`config.mk`:
```
export PLATFORM = sky130hd
export DESIGN_NAME = trace_capture_buffer_flat
export DESIGN_NICKNAME = d
export VERILOG_FILES = /design/src/rtl/trace_capture_buffer_if.sv /design/src/rtl/trace_capture_buffer.sv /design/src/flat_wrapper.sv
export SDC_FILE = /design/constraint.sdc
export NUM_CORES = 2
export LEC_CHECK = 0
export ABC_CLOCK_PERIOD_IN_PS = 5600
export CORE_AREA = 2 2 461 463
export CTS_CLUSTER_SIZE = 24
export DETAILED_ROUTE_END_ITERATION = 10
export DIE_AREA = 0 0 463 465
export GPL_ROUTABILITY_DRIVEN = 1
export GPL_TIMING_DRIVEN = 0
export SYNTH_ARGS = -nofsm -noshare
export SYNTH_HDL_FRONTEND = slang
export SYNTH_SLANG_ARGS = --single-unit
export TNS_END_PERCENT = 30
```
`constraint.sdc`:
```
create_clock -name clk -period 5.6 [get_ports clk]
set_input_delay 1.12 -clock clk [delete_from_list [all_inputs] [get_ports clk]]
set_output_delay 1.12 -clock clk [all_outputs]
set_load 0.03 [all_outputs]
```
`src/rtl/trace_capture_buffer_if.sv`:
```
// Trace capture bus: incoming trace words plus the valid/ready read-out port.
interface trace_capture_buffer_if #(
    parameter int unsigned DATA_W = 36
);
    logic              trace_valid;
    logic [DATA_W-1:0] trace_data;
    logic              rd_valid;
    logic              rd_ready;
    logic [DATA_W-1:0] rd_data;

    // Environment side: produces trace words and consumes buffered words.
    modport master (
        output trace_valid,
        output trace_data,
        output rd_ready,
        input  rd_valid,
        input  rd_data
    );

    // Buffer side.
    modport slave (
        input  trace_valid,
        input  trace_data,
        input  rd_ready,
        output rd_valid,
        output rd_data
    );
endinterface

```
`src/rtl/trace_capture_buffer.sv`:
```
// Trace capture buffer: records qualified trace words after arm, freezes on trap
// (optionally after POST_TRIG further words), then drains oldest-first.
module trace_capture_buffer #(
    parameter int unsigned DATA_W    = 36,
    parameter int unsigned DEPTH     = 64,
    parameter int unsigned MODE      = 0,
    parameter int unsigned POST_TRIG = 0
) (
    input  logic                     clk,
    input  logic                     reset,
    input  logic                     arm,
    input  logic                     trap,
    trace_capture_buffer_if.slave    bus,
    output logic [$clog2(DEPTH):0]   count,
    output logic                     overflow,
    output logic                     busy,
    output logic                     done
);
    localparam int unsigned AW = $clog2(DEPTH);
    localparam int unsigned CW = AW + 1;
    localparam int unsigned PostLastInt = (POST_TRIG == 0) ? 0 : POST_TRIG - 1;
    localparam logic [CW-1:0] FullCount = CW'(DEPTH);
    localparam logic [CW-1:0] PostLast  = CW'(PostLastInt);

    typedef enum logic [1:0] {
        StIdle,
        StCapture,
        StPost,
        StDrain
    } state_e;

    state_e          state_q, state_d;
    logic [AW-1:0]   wr_ptr_q, wr_ptr_d;
    logic [AW-1:0]   rd_ptr_q, rd_ptr_d;
    logic [CW-1:0]   count_q, count_d;
    logic [CW-1:0]   post_cnt_q, post_cnt_d;
    logic            overflow_q, overflow_d;
    logic            done_q, done_d;
    logic            mem_we;
    logic            rd_valid_w;
    logic            capturing;

    logic [DATA_W-1:0] mem_q [DEPTH];

    assign capturing  = (state_q == StCapture) || (state_q == StPost);
    assign rd_valid_w = (state_q == StDrain) && (count_q != '0);

    // Next-state, pointer, occupancy and status computation.
    always_comb begin
        state_d    = state_q;
        wr_ptr_d   = wr_ptr_q;
        rd_ptr_d   = rd_ptr_q;
        count_d    = count_q;
        post_cnt_d = post_cnt_q;
        overflow_d = overflow_q;
        done_d     = 1'b0;
        mem_we     = 1'b0;

        // Word acceptance is shared by CAPTURE and POST.
        if (capturing && bus.trace_valid) begin
            if (count_q != FullCount) begin
                mem_we   = 1'b1;
                wr_ptr_d = wr_ptr_q + AW'(1);
                count_d  = count_q + CW'(1);
            end else if (MODE == 0) begin
                overflow_d = 1'b1;
            end else begin
                // Ring mode: the oldest entry sits at the write pointer when full.
                mem_we     = 1'b1;
                wr_ptr_d   = wr_ptr_q + AW'(1);
                rd_ptr_d   = rd_ptr_q + AW'(1);
                overflow_d = 1'b1;
            end
        end

        unique case (state_q)
            StIdle: begin
            end
            StCapture: begin
                if (trap) begin
                    post_cnt_d = '0;
                    state_d    = (POST_TRIG == 0) ? StDrain : StPost;
                end
            end
            StPost: begin
                // Dropped words count toward the post-trigger window too.
                if (bus.trace_valid) begin
                    post_cnt_d = post_cnt_q + CW'(1);
                    if (post_cnt_q == PostLast) begin
                        state_d = StDrain;
                    end
                end
            end
            StDrain: begin
                if (count_q == '0) begin
                    state_d = StIdle;
                    done_d  = 1'b1;
                end else if (bus.rd_ready) begin
                    rd_ptr_d = rd_ptr_q + AW'(1);
                    count_d  = count_q - CW'(1);
                    if (count_q == CW'(1)) begin
                        state_d = StIdle;
                        done_d  = 1'b1;
                    end
                end
            end
            default: begin
                state_d = StIdle;
            end
        endcase

        // Arm restarts capture from any non-draining state and discards this cycle's word.
        if (arm && (state_q != StDrain)) begin
            state_d    = StCapture;
            wr_ptr_d   = '0;
            rd_ptr_d   = '0;
            count_d    = '0;
            post_cnt_d = '0;
            overflow_d = 1'b0;
            mem_we     = 1'b0;
        end
    end

    // Control state register with synchronous reset.
    always_ff @(posedge clk) begin
        if (reset) begin
            state_q    <= StIdle;
            wr_ptr_q   <= '0;
            rd_ptr_q   <= '0;
            count_q    <= '0;
            post_cnt_q <= '0;
            overflow_q <= 1'b0;
            done_q     <= 1'b0;
        end else begin
            state_q    <= state_d;
            wr_ptr_q   <= wr_ptr_d;
            rd_ptr_q   <= rd_ptr_d;
            count_q    <= count_d;
            post_cnt_q <= post_cnt_d;
            overflow_q <= overflow_d;
            done_q     <= done_d;
        end
    end

    // Storage array; contents are only read once written, so no reset.
    always_ff @(posedge clk) begin
        if (mem_we) begin
            mem_q[wr_ptr_q] <= bus.trace_data;
        end
    end

    // Read data is forced to zero outside valid so unwritten entries never leak.
    assign bus.rd_valid = rd_valid_w;
    assign bus.rd_data  = rd_valid_w ? mem_q[rd_ptr_q] : '0;
    assign count        = count_q;
    assign overflow     = overflow_q;
    assign busy         = (state_q != StIdle);
    assign done         = done_q;
endmodule
```
`src/flat_wrapper.sv`:
```
// flat-port wrapper written by rule: the top's interface ports become plain ports
module trace_capture_buffer_flat 
#(
    parameter int unsigned DATA_W    = 36,
    parameter int unsigned DEPTH     = 64,
    parameter int unsigned MODE      = 0,
    parameter int unsigned POST_TRIG = 0
)
  (clk, reset, arm, trap, count, overflow, busy, done, bus_trace_valid, bus_trace_data, bus_rd_ready, bus_rd_valid, bus_rd_data);
  trace_capture_buffer_if #(.DATA_W(DATA_W)) bus_i ();
  input  logic clk;
  input  logic reset;
  input  logic arm;
  input  logic trap;
  output logic [$clog2(DEPTH):0] count;
  output logic overflow;
  output logic busy;
  output logic done;
  input wire logic [$bits(bus_i.trace_valid)-1:0] bus_trace_valid;
  input wire logic [$bits(bus_i.trace_data)-1:0] bus_trace_data;
  input wire logic [$bits(bus_i.rd_ready)-1:0] bus_rd_ready;
  output wire logic [$bits(bus_i.rd_valid)-1:0] bus_rd_valid;
  output wire logic [$bits(bus_i.rd_data)-1:0] bus_rd_data;
  assign bus_i.trace_valid = bus_trace_valid;
  assign bus_i.trace_data = bus_trace_data;
  assign bus_i.rd_ready = bus_rd_ready;
  assign bus_rd_valid = bus_i.rd_valid;
  assign bus_rd_data = bus_i.rd_data;
  trace_capture_buffer #(.DATA_W(DATA_W), .DEPTH(DEPTH), .MODE(MODE), .POST_TRIG(POST_TRIG)) u_core (.clk(clk), .reset(reset), .arm(arm), .trap(trap), .bus(bus_i), .count(count), .overflow(overflow), .busy(busy), .done(done));
endmodule
```
==> results.md <==
- Status: finished with violations
- Failing checks: setup timing
- Hold-fix buffers, CTS: 0
- Most common cell on crit path: buf_2
- Die width: 463 µm
- Bufs on Longest Clock Path: 3
- Arr. time, crit path: 4600 ps
- Most frequent cell after synthesis: edfxtp_1
- Period utilisation layout: 102.1%
- # IOs: 89
- Yosys top cell area share: 76.87%
- CP startpoint kind: register
- Iteration-0 DRC Markers: 9,562
- First-pass GRT wire length: 429.6 mm
- Clock Latency Late Sink: 900 ps
- Yosys cell types: 74
- Initial antenna violation count: 20
- Final setup violation count: 15
- Crit Path Max Fanout: 10
- Total clock sinks: 2,340
- Synth Instances: 4,088
- Fmax: 174.9 MHz
- Synth cell count leaders: edfxtp_1 (2,304), mux4_2 (526), mux2i_1 (197)
- Max incr delay on CP: 750 ps
- Reg clk slew, reported paths: 60 ps
- Root Buffer: clkbuf_16
- CTS tree: yes
- Final Util: 50.49%
- Leakage power: 32.43 nW
- CP Cell Sequence: buf_2 -> buf_4 -> buf_2 -> nor2_4 -> clkbuf_2 -> a22oi_1 -> a31oi_4 -> and3_1 -> clkdlybuf4s50_1
- Asr flop ratio synth: 0%
- Worst Path Buf+Inv: 5
- Synth-to-layout area growth: 18.25%
- Flop pwr share: 55.6%
- PD cells: 325.3 nW/µm²
- CTS H-Tree Depth: 4
- Net switching power: 7.097 mW
- Critical Path Sink Type: output pin
- Final hold vios: 0
- Detailed-route via count: 49,780
- Clock skew: 56.89 ps
- Synthesis Warnings: 0
- GRT Overall Usage: 30.05%
- Seq/Total Area, Yosys: 77.67%
- Clock share of power: 42.8%
- Worst slew margin: 4.649%
- Cell family with most CP delay: buffers and inverters
- DR DRC count: 0
- Sw Share: 20.50%
- Min Tclk post-route: 5719 ps
- Maximum resistive drop on vdd: 0.2546 mV
- Logic pwr share: 1.6%
- Most used DFF post-synth: edfxtp_1
- Start-to-end type of the worst setup path: reg2out
- Via/cell ratio: 6.543
- Per-cell routed wire length: 42.89 µm
- DR pass1 iterations: 6
- Worst Tran Pin Value: 1430 ps
- Nets: 4,636
- Core Region: 210,800 µm²
- Hold WC Path Type: reg2reg
- Routed wire length: 326.3 mm
- Total Die Area: 215,300 µm²
- Mapped cell area: 90,010 µm²
- Mean Syn Cell Area: 22.02 µm²
- Internal power: 27.53 mW
- Max-slew violations: 0
- Top cell type by total area after synthesis: edfxtp_1
- Critical-path top delay cell: clkdlybuf4s50_1
- Worst path required time: 4480 ps
- Inserted Clock Buffers: 229
- Net Count, Synth: 4,142
- Max-cap violations: 0
- EDFF count, synth: 2,304
- Rows: 169
- Largest net degree at the start of global routing: 65
- Grt total ovfl: 0
- Post-DP HPWL: 222.2 mm
- Top cells by area, synth: edfxtp_1 (77%), mux4_2 (13%), mux2i_1 (2.2%)
- IO buf count: 87
- Final setup TNS: -842.6 ps
- Routed Antenna Nets: 0
- Initial Util: 42.69%
- #FFs+latches synth: 2,340
- RSZ-0062 raised after global routing: true
- R2R Setup Slk: 1710 ps
- Gpl congestion: 0.9268
- Layout cells sized above 1: 29.71%
- Setup ws final: -118.9 ps
- Die Span Y: 465 µm
- Vias in the first global route: 47,260
-- per-stage QoR --
stage | total power [mW] | hold slack, ps | instances | worst slack (ps) | cell area, µm²
2_1_floorplan | 19.72 | 462.9 | 4088 | 1355 | 90010
3_3_place_gp | 20.11 | 476.1 | 6996 | -2891 | 94410
3_5_place_dp | 20.14 | 479.3 | 7169 | -1127 | 98360
4_1_cts | 34.64 | 492.5 | 7597 | -155.1 | 106300
5_1_grt | 35.33 | 518.3 | 7599 | -134.5 | 106400
6_report | 34.63 | 489.5 | 7608 | -118.9 | 106400
-- timing repair --
item / 4_1_cts / 5_1_grt
buffers inserted: 6 / 0
pin swaps: 4 / 0
gates resized for setup: 251 / 31
endpoints found under the setup margin: 36 / 26
-- layout by cell type, fill, tap and decap left out, drive strengths merged, types with 10 or more instances in the layout --
cell type	n
clkdlybuf4s50	36
diode	11
and2	13
nand4	11
mux4	526
nand2	102
edfxtp	2304
a22o	25
a211oi	10
mux2i	197
o211ai	20
a22oi	159
nor2b	22
nor2	118
o21ai	24
nand3	53
ha	12
clkinv	111
a31oi	31
dfxtp	36
xor2	12
a221oi	22
clkbuf	354
inv	21
nor3	16
and3	19
bufinv	13
a21oi	28
buf	379
-- kinds of logic after synthesis --
| logic type | after synthesis | share of synthesized area, % |
|---|---|---|
| multiplexers | 731 | 15.45 |
| adder cells (fa/ha/maj) | 12 | 0.1668 |
| AND/OR/NAND/NOR | 380 | 2.042 |
| XOR/XNOR | 16 | 0.1557 |
| AO/OA/AOI/OAI | 365 | 3.018 |
| flip-flops | 2340 | 77.67 |
| buffers and inverters | 244 | 1.497 |
-- flip-flops by register name (all words and copies together) (netlist names), named ones only --
| register | cells |
|---|---|
| u_core.state_q | 2 |
| u_core.wr_ptr_q | 6 |
| u_core.count | 7 |
| u_core.overflow | 1 |
| u_core.done | 1 |
| u_core.mem_q | 2304 |
| u_core.rd_ptr_q | 6 |
| u_core.post_cnt_q | 7 |
-- tightest hold or removal path, cell delays in order (launching register included) --
cell and delay [ps]:
dfxtp_1 330, nor2_1 50, nor2_1 70
-- layout make-up --
| type | count | area (µm²) |
|---|---|---|
| antenna | 11 | 27.53 |
| buffer | 228 | 1717 |
| clock buffer | 291 | 6006 |
| clock inverter | 134 | 1070 |
| fill | 16580 | 104400 |
| inverter | 13 | 52.55 |
| multi-input combinational | 1504 | 19750 |
| sequential | 2340 | 69910 |
| tap | 2821 | 3530 |
| timing repair buffer | 266 | 4372 |
-- power by group through the flow --
stage / Sequential, mW / Combinational, mW / Clock [mW]
after floorplan: 19.6 / 0.0917 / 0
after global placement: 19.7 / 0.439 / 0
after detailed placement: 19.6 / 0.519 / 0
after CTS: 19.2 / 0.526 / 14.9
after global routing: 19.2 / 0.565 / 15.5
final: 19.2 / 0.543 / 14.8
-- routing by layer --
metal / routed length (µm) / share of wire [%] / global-route usage (%)
met2: 145500 / 45 / 45.02
met1: 115700 / 35 / 39.67
met5: 277 / 0.085 / 0.5051
met3: 43510 / 13 / 8.928
met4: 21320 / 6.5 / 16.25
-- path summary, 6_finish.rpt --
kind / from / end / cells past startpoint
worst max-delay path: register / bus_rd_data[18] / 9
worst min-delay path: u_core.overflow / u_core.overflow / 2
worst max register to register: u_core.count[0] / u_core.mem_q[14][13] / 10
worst min register to register: u_core.overflow / u_core.overflow / 2
(Power assumes the default switching activity.)
